`src/rtl/alu_issue_stage_if.sv`:
```
// Bundle between decode/register-read and the ALU issue slot: the upstream beat,
// the downstream issued beat and both handshakes. o_illegal exists only with ALU_ISSUE_TRAP_EN.
interface alu_issue_stage_if #(
  parameter int XLEN = 32
);
  logic            i_flush;
  logic            i_valid;
  logic            o_ready;
  logic [31:0]     i_instr;
  logic [XLEN-1:0] i_pc;
  logic [XLEN-1:0] i_rs1_data;
  logic [XLEN-1:0] i_rs2_data;
  logic [XLEN-1:0] i_imm;
  logic            o_valid;
  logic            i_ready;
  logic [XLEN-1:0] o_a;
  logic [XLEN-1:0] o_b;
  logic [3:0]      o_alucontrol;
  logic [4:0]      o_rd;
  logic            o_regwrite;
  logic            o_is_branch;
  logic [XLEN-1:0] o_rs2_store;
`ifdef ALU_ISSUE_TRAP_EN
  logic            o_illegal;
`endif

  // The issue stage itself.
  modport slave (
    input  i_flush, i_valid, i_instr, i_pc, i_rs1_data, i_rs2_data, i_imm, i_ready,
    output o_ready, o_valid, o_a, o_b, o_alucontrol, o_rd, o_regwrite, o_is_branch,
`ifdef ALU_ISSUE_TRAP_EN
    output o_illegal,
`endif
    output o_rs2_store
  );

  // Whoever drives the stage: decode upstream and execute downstream.
  modport master (
    output i_flush, i_valid, i_instr, i_pc, i_rs1_data, i_rs2_data, i_imm, i_ready,
    input  o_ready, o_valid, o_a, o_b, o_alucontrol, o_rd, o_regwrite, o_is_branch,
`ifdef ALU_ISSUE_TRAP_EN
    input  o_illegal,
`endif
    input  o_rs2_store
  );
endinterface

```
`src/rtl/alu_issue_stage.sv`:
```
// RV32I ALU issue stage: decodes ALU op and operands into a one-entry ID->EX slot with
// valid/ready, stall and flush. Define ALU_ISSUE_TRAP_EN to register an o_illegal flag.
module alu_issue_stage #(
  parameter int XLEN = 32
) (
  input logic              i_clk,
  input logic              i_rst,
  alu_issue_stage_if.slave bus
);

  typedef enum logic [3:0] {
    ALU_ADD    = 4'b0000,
    ALU_SLL    = 4'b0001,
    ALU_LT     = 4'b0010,
    ALU_LTU    = 4'b0011,
    ALU_XOR    = 4'b0100,
    ALU_SRL    = 4'b0101,
    ALU_OR     = 4'b0110,
    ALU_AND    = 4'b0111,
    ALU_SUB    = 4'b1000,
    ALU_SRA    = 4'b1001,
    ALU_BPS2   = 4'b1010,
    ALU_EQUAL  = 4'b1011,
    ALU_NEQUAL = 4'b1100,
    ALU_GE     = 4'b1101,
    ALU_GEU    = 4'b1111
  } alu_op_e;

  localparam logic [6:0] OP_R      = 7'b0110011;
  localparam logic [6:0] OP_IMM    = 7'b0010011;
  localparam logic [6:0] OP_LOAD   = 7'b0000011;
  localparam logic [6:0] OP_STORE  = 7'b0100011;
  localparam logic [6:0] OP_LUI    = 7'b0110111;
  localparam logic [6:0] OP_AUIPC  = 7'b0010111;
  localparam logic [6:0] OP_JAL    = 7'b1101111;
  localparam logic [6:0] OP_JALR   = 7'b1100111;
  localparam logic [6:0] OP_BRANCH = 7'b1100011;

  localparam logic [XLEN-1:0] LINK_OFFSET = XLEN'(4);

  // Shared funct3 map for register and immediate arithmetic; alt picks SUB/SRA.
  function automatic alu_op_e arith_op(input logic [2:0] f3, input logic alt);
    case (f3)
      3'b000:  arith_op = alt ? ALU_SUB : ALU_ADD;
      3'b001:  arith_op = ALU_SLL;
      3'b010:  arith_op = ALU_LT;
      3'b011:  arith_op = ALU_LTU;
      3'b100:  arith_op = ALU_XOR;
      3'b101:  arith_op = alt ? ALU_SRA : ALU_SRL;
      3'b110:  arith_op = ALU_OR;
      default: arith_op = ALU_AND;
    endcase
  endfunction

  logic [6:0] opcode;
  logic [2:0] funct3;
  logic [6:0] funct7;
  logic [4:0] rd_field;

  assign opcode   = bus.i_instr[6:0];
  assign funct3   = bus.i_instr[14:12];
  assign funct7   = bus.i_instr[31:25];
  assign rd_field = bus.i_instr[11:7];

  alu_op_e         op_d,  op_q;
  logic [XLEN-1:0] a_d,   a_q;
  logic [XLEN-1:0] b_d,   b_q;
  logic [XLEN-1:0] st_d,  st_q;
  logic [4:0]      rd_q;
  logic            wr_d,  wr_q;
  logic            br_d,  br_q;
  logic            ill_d;
  logic            valid_d, valid_q;
  logic            accept;

  always_comb begin
    // NOTE: every decode output gets a default before the case so no path infers a latch.
    op_d  = ALU_ADD;
    a_d   = bus.i_rs1_data;
    b_d   = bus.i_imm;
    st_d  = '0;
    wr_d  = 1'b0;
    br_d  = 1'b0;
    ill_d = 1'b0;

    case (opcode)
      OP_R: begin
        b_d  = bus.i_rs2_data;
        wr_d = 1'b1;
        if (funct7 == 7'h00) begin
          op_d = arith_op(funct3, 1'b0);
        end else if (funct7 == 7'h20 && (funct3 == 3'b000 || funct3 == 3'b101)) begin
          op_d = arith_op(funct3, 1'b1);
        end else begin
          ill_d = 1'b1;
        end
      end
      OP_IMM: begin
        wr_d = 1'b1;
        op_d = arith_op(funct3, (funct3 == 3'b101) && funct7[5]);
        if (funct3 == 3'b001 && funct7 != 7'h00) ill_d = 1'b1;
        if (funct3 == 3'b101 && funct7 != 7'h00 && funct7 != 7'h20) ill_d = 1'b1;
      end
      OP_LOAD:  wr_d = 1'b1;
      OP_STORE: st_d = bus.i_rs2_data;
      OP_LUI: begin
        op_d = ALU_BPS2;
        wr_d = 1'b1;
      end
      OP_AUIPC: begin
        a_d  = bus.i_pc;
        wr_d = 1'b1;
      end
      OP_JAL, OP_JALR: begin
        a_d  = bus.i_pc;
        b_d  = LINK_OFFSET;
        wr_d = 1'b1;
      end
      OP_BRANCH: begin
        b_d  = bus.i_rs2_data;
        br_d = 1'b1;
        case (funct3)
          3'b000:  op_d = ALU_EQUAL;
          3'b001:  op_d = ALU_NEQUAL;
          3'b100:  op_d = ALU_LT;
          3'b101:  op_d = ALU_GE;
          3'b110:  op_d = ALU_LTU;
          3'b111:  op_d = ALU_GEU;
          default: ill_d = 1'b1;
        endcase
      end
      default: ill_d = 1'b1;
    endcase

    // Illegal beats still issue, but as a harmless non-writing ADD.
    if (ill_d) begin
      op_d = ALU_ADD;
      wr_d = 1'b0;
      br_d = 1'b0;
    end
    if (rd_field == 5'd0) wr_d = 1'b0;
  end

  assign bus.o_ready = ~valid_q | bus.i_ready;
  assign accept      = bus.i_valid & bus.o_ready & ~bus.i_flush;

  always_comb begin
    valid_d = valid_q;
    if (bus.i_flush)       valid_d = 1'b0;
    else if (accept)       valid_d = 1'b1;
    else if (bus.i_ready)  valid_d = 1'b0;
  end

  always_ff @(posedge i_clk) begin
    // NOTE: sequential state uses non-blocking assignments so every register samples pre-edge values.
    if (i_rst) valid_q <= 1'b0;
    else       valid_q <= valid_d;
  end

  // Payload loads only on accept, which holds it stable through a stall; flush leaves it stale.
  always_ff @(posedge i_clk) begin
    if (i_rst) begin
      op_q  <= ALU_ADD;
      a_q   <= '0;
      b_q   <= '0;
      st_q  <= '0;
      rd_q  <= '0;
      wr_q  <= 1'b0;
      br_q  <= 1'b0;
    end else if (accept) begin
      op_q  <= op_d;
      a_q   <= a_d;
      b_q   <= b_d;
      st_q  <= st_d;
      rd_q  <= rd_field;
      wr_q  <= wr_d;
      br_q  <= br_d;
    end
  end

`ifdef ALU_ISSUE_TRAP_EN
  logic ill_q;

  always_ff @(posedge i_clk) begin
    if (i_rst)       ill_q <= 1'b0;
    else if (accept) ill_q <= ill_d;
  end

  assign bus.o_illegal = ill_q;
`endif

  assign bus.o_valid      = valid_q;
  assign bus.o_a          = a_q;
  assign bus.o_b          = b_q;
  assign bus.o_alucontrol = op_q;
  assign bus.o_rd         = rd_q;
  assign bus.o_regwrite   = wr_q;
  assign bus.o_is_branch  = br_q;
  assign bus.o_rs2_store  = st_q;

endmodule

```
`src/flat_wrapper.sv`:
```
// flat-port wrapper written by rule: the top's interface ports become plain ports
module alu_issue_stage_flat 
#(
  parameter int XLEN = 32
)
  (i_clk, i_rst, bus_i_flush, bus_i_valid, bus_i_instr, bus_i_pc, bus_i_rs1_data, bus_i_rs2_data, bus_i_imm, bus_i_ready, bus_o_ready, bus_o_valid, bus_o_a, bus_o_b, bus_o_alucontrol, bus_o_rd, bus_o_regwrite, bus_o_is_branch, bus_o_rs2_store);
  alu_issue_stage_if #(.XLEN(XLEN)) bus_i ();
  input logic i_clk;
  input logic i_rst;
  input wire logic [$bits(bus_i.i_flush)-1:0] bus_i_flush;
  input wire logic [$bits(bus_i.i_valid)-1:0] bus_i_valid;
  input wire logic [$bits(bus_i.i_instr)-1:0] bus_i_instr;
  input wire logic [$bits(bus_i.i_pc)-1:0] bus_i_pc;
  input wire logic [$bits(bus_i.i_rs1_data)-1:0] bus_i_rs1_data;
  input wire logic [$bits(bus_i.i_rs2_data)-1:0] bus_i_rs2_data;
  input wire logic [$bits(bus_i.i_imm)-1:0] bus_i_imm;
  input wire logic [$bits(bus_i.i_ready)-1:0] bus_i_ready;
  output wire logic [$bits(bus_i.o_ready)-1:0] bus_o_ready;
  output wire logic [$bits(bus_i.o_valid)-1:0] bus_o_valid;
  output wire logic [$bits(bus_i.o_a)-1:0] bus_o_a;
  output wire logic [$bits(bus_i.o_b)-1:0] bus_o_b;
  output wire logic [$bits(bus_i.o_alucontrol)-1:0] bus_o_alucontrol;
  output wire logic [$bits(bus_i.o_rd)-1:0] bus_o_rd;
  output wire logic [$bits(bus_i.o_regwrite)-1:0] bus_o_regwrite;
  output wire logic [$bits(bus_i.o_is_branch)-1:0] bus_o_is_branch;
  output wire logic [$bits(bus_i.o_rs2_store)-1:0] bus_o_rs2_store;
  assign bus_i.i_flush = bus_i_flush;
  assign bus_i.i_valid = bus_i_valid;
  assign bus_i.i_instr = bus_i_instr;
  assign bus_i.i_pc = bus_i_pc;
  assign bus_i.i_rs1_data = bus_i_rs1_data;
  assign bus_i.i_rs2_data = bus_i_rs2_data;
  assign bus_i.i_imm = bus_i_imm;
  assign bus_i.i_ready = bus_i_ready;
  assign bus_o_ready = bus_i.o_ready;
  assign bus_o_valid = bus_i.o_valid;
  assign bus_o_a = bus_i.o_a;
  assign bus_o_b = bus_i.o_b;
  assign bus_o_alucontrol = bus_i.o_alucontrol;
  assign bus_o_rd = bus_i.o_rd;
  assign bus_o_regwrite = bus_i.o_regwrite;
  assign bus_o_is_branch = bus_i.o_is_branch;
  assign bus_o_rs2_store = bus_i.o_rs2_store;
  alu_issue_stage #(.XLEN(XLEN)) u_core (.i_clk(i_clk), .i_rst(i_rst), .bus(bus_i));
endmodule
```
`config.mk`:
```
export PLATFORM = sky130hd
export DESIGN_NAME = alu_issue_stage_flat
export DESIGN_NICKNAME = d
export VERILOG_FILES = /design/src/rtl/alu_issue_stage_if.sv /design/src/rtl/alu_issue_stage.sv /design/src/flat_wrapper.sv
export SDC_FILE = /design/constraint.sdc
export NUM_CORES = 1
export LEC_CHECK = 0
export BUFFER_PORTS_ARGS = -buffer_cell sky130_fd_sc_hd__buf_2
export CORE_ASPECT_RATIO = 2
export CORE_MARGIN = 3
export CORE_UTILIZATION = 44
export DETAILED_ROUTE_END_ITERATION = 12
export PLACE_DENSITY = 0.8
export SYNTH_ARGS = -nofsm -noshare
export SYNTH_HDL_FRONTEND = slang
export SYNTH_SLANG_ARGS = --single-unit
```
`constraint.sdc`:
```
create_clock -name i_clk -period 1.9 [get_ports i_clk]
set_clock_uncertainty 0.15 [all_clocks]
set_input_delay 0.38 -clock i_clk [delete_from_list [all_inputs] [get_ports i_clk]]
set_output_delay 0.38 -clock i_clk [all_outputs]
set_load 0.005 [all_outputs]
```
==> impl_metrics.ini <==
[cts]
clk_pin_slew_ns = 0.06
clk_latency_ns = 0.33
cts_root_buf = clkbuf_16
numCtsBuffers = 9
cts_tree = done
clock_tree.buffer_depth = 2
clock-sinks = 108
htreeDepth = 3

[global_routing]
grt_pass1_wl_um = 24600
grt_antenna_before_repair = 1
grt_util_all_layers_pct = 25.5
gr-total-overflow = 0
grt_max_degree = 56
grt_pass1_vias = 5240

[yosys]
synth.top_cells.by_count = 108 x dfxtp_1, 106 x nor2_1, 50 x nand2_1
ys.flop_type = dfxtp_1
synth.distinct_cells = 45
synth_area_um2 = 4740
synth_most_common_cell = dfxtp_1
synthDominantCellAreaShare_pct = 45.6
yosys_warnings = 0
synth.yosys.seq_area_share_pct = 45.6
synthTopCellsByArea = dfxtp_1 46%, nor2_1 8.4%, mux2i_1 7.2%, a311oi_1 5.7%, a211oi_1 5.2%
synth_nets = 706
syn_area_per_cell_um2 = 8.76
ys_ff_latch = 108
synthArstFlopShare_pct = 0
yosys.area.top_type = dfxtp_1
syn_inst = 541
synth-edff-count = 0

[worst_setup_path]
path_class = register to register
worstSetupEndpointType = register
worst_path_most_repeated_cell = buf_4
cp.arrival_ns = 1.84
path_max_fanout = 8
r2r_start = u_core.bus.o_valid
slowest_stage = dfxtp_1
crit_chain = nor2b_1 -> buf_4 -> nor3b_4 -> buf_4 -> buf_4 -> nor2_1 -> a211oi_1
slowest_delay_ns = 0.31
cp.required_ns = 1.99
r2r_slack_ns = 0.15
rr_endpoint = u_core.bus.o_a[20]
rr_worst_depth = 7
crit_family = buffers and inverters
path_buf_inv = 3
cp-start-kind = register

[power_and_ir_drop]
ir_worst_vdd_uv = 554
power_density_nw_per_um2 = 777
leakage_nw = 3.26

[place]
dp_worst_setup_slack_ns = -0.0801
place_congestion = 0.922
dp_hpwl_um = 11900
io_buffer_count = 263
placed_area_um2 = 6290

[cells_and_area]
area_delta_synth_final_pct = 40.7
n_fill_cell = 891
design_area_um2 = 6670
drive_above_1_share_pct = 39.3
fin_util_pct = 63.2
nets = 957

[hold_path]
hp-class = input pin to register
whs_path_depth = 2
hold_start = bus_i_flush
worstHoldEndpoint = u_core.bus.o_valid

[routing]
ant_nets = 0
viasPerCell = 5.56
initialDrtViolationCount = 246
dr.pass1.iters = 5
drc = 0
drt-total-wl_um = 16000
wl_per_cell_um = 17.1
num_vias = 5201

[floorplan]
die_x_um = 79.4
start_util_pct = 44.9
core_um2 = 10500
num_rows = 53
die_h_um = 153
io_pins = 274
die-area_um2 = 12100

[sta]
min_period_over_period_pct = 92.0
finalSetupViolCount = 0
timing.setup.tns_ns = 0
relSlewSlack_pct = 74.3
finalMaxSlewViolations = 0
hold_ws_ns = 0.127
post-route-min-period_ns = 1.75
rsz0062_at_grt = no
tightest_slew_ns = 0.382
timing.final.ws_setup_ns = 0.153
final_hold_viol_count = 0
fmaxAchievable_mhz = 572

[job]
cap_violations = 0

[run_status]
status = finished, final reports clean
[worst max path at each step]
stage / to / cells past startpoint / slack, ns / start
2_1_floorplan: u_core.bus.o_alucontrol[1] / 6 / 0.18 / bus_i_instr[12]
3_3_place_gp: u_core.bus.o_regwrite / 6 / -0.001 / bus_i_instr[7]
3_5_place_dp: u_core.bus.o_alucontrol[2] / 6 / -0.08 / bus_i_instr[26]
4_1_cts: u_core.bus.o_b[29] / 7 / 0.09 / u_core.bus.o_valid
5_1_grt: u_core.bus.o_alucontrol[2] / 6 / 0.03 / u_core.bus.o_valid
6_report: u_core.bus.o_a[20] / 7 / 0.15 / u_core.bus.o_valid
[cells in the final DEF (no fill, tap or decap), types with 2 or more instances in the layout]
cell | netlist | final
o32ai_1 | 2 | 2
a22oi_1 | 32 | 32
o21ai_0 | 5 | 5
nand2b_1 | 4 | 3
nor2_1 | 106 | 106
a311oi_1 | 31 | 31
buf_12 | 3 | 10
clkbuf_16 | 0 | 10
and3_1 | 2 | 2
mux2i_1 | 34 | 34
nand3b_1 | 2 | 2
xor2_1 | 2 | 2
inv_6 | 0 | 2
nand3_1 | 34 | 34
a221oi_1 | 2 | 2
nor4_1 | 2 | 2
a31oi_1 | 3 | 3
a21oi_1 | 10 | 10
buf_2 | 13 | 262
a32oi_1 | 2 | 2
nor2b_1 | 4 | 4
a211oi_1 | 33 | 33
nand2_1 | 50 | 50
nor3_1 | 3 | 3
dfxtp_1 | 108 | 108
bufinv_16 | 0 | 2
buf_4 | 1 | 17
[worst register-to-register path, stage by stage (launching register included)]
cell      delay (ns)
dfxtp_1         0.31
nor2b_1         0.15
buf_4           0.14
nor3b_4         0.21
buf_4           0.23
buf_4           0.17
nor2_1          0.05
a211oi_1        0.24
[layout make-up]
cell class	instances	area [um^2]	area share (%)
antenna	1	2.50	0.0375
timing repair buffer	292	1700	25.5
inverter	2	7.51	0.113
clock buffer	10	239	3.58
clock inverter	6	93.8	1.41
multi-input combinational	379	2290	34.3
sequential	108	2160	32.4
tap	137	171	2.57
[logic make-up after synthesis]
kind of cell    Yosys count  synth area share, %
mux                      34                 7.18
simple gates            216                 20.2
xor+xnor                  3                0.555
compound gates          126                 20.1
flops                   108                 45.6
buf+inv                  54                 6.36
[per-stage QoR]
stage,power (mW),std cells
5_1_grt,5.41,935
3_5_place_dp,3.17,917
4_1_cts,5.22,933
2_1_floorplan,2.77,541
6_report,5.18,935
3_3_place_gp,3.14,917
[state kept, by name, indices dropped and copies added, names as in the netlist]
name                     cells
u_core.bus.o_b              32
u_core.bus.o_alucontrol      4
u_core.bus.o_rs2_store      32
u_core.bus.o_is_branch       1
u_core.bus.o_a              32
u_core.bus.o_regwrite        1
u_core.bus.o_rd              5
u_core.bus.o_valid           1
[metal layers]
metal	GRT usage (%)	vias to the layer above	routed length [um]
li1	-	2457	-
met1	25.2	2414	5510
met2	45.9	276	8570
met3	6.33	54	1290
met4	16.1	0	646
met5	0	-	0
[report_power, final]
part	internal [mW]	switching, mW	leakage (nW)	total [mW]
clock network	1.20	0.841	0.160	2.04
registers	2.36	0.0494	0.883	2.41
logic	0.356	0.370	2.22	0.726
[what timing repair did]
item                                    in CTS  in global routing
gates resized for setup                      0                  3
setup buffers                                0                  0
endpoints found under the setup margin       0                 10
hold buffers                                 0                  0
Note: power is estimated with default switching activity, not from simulation.
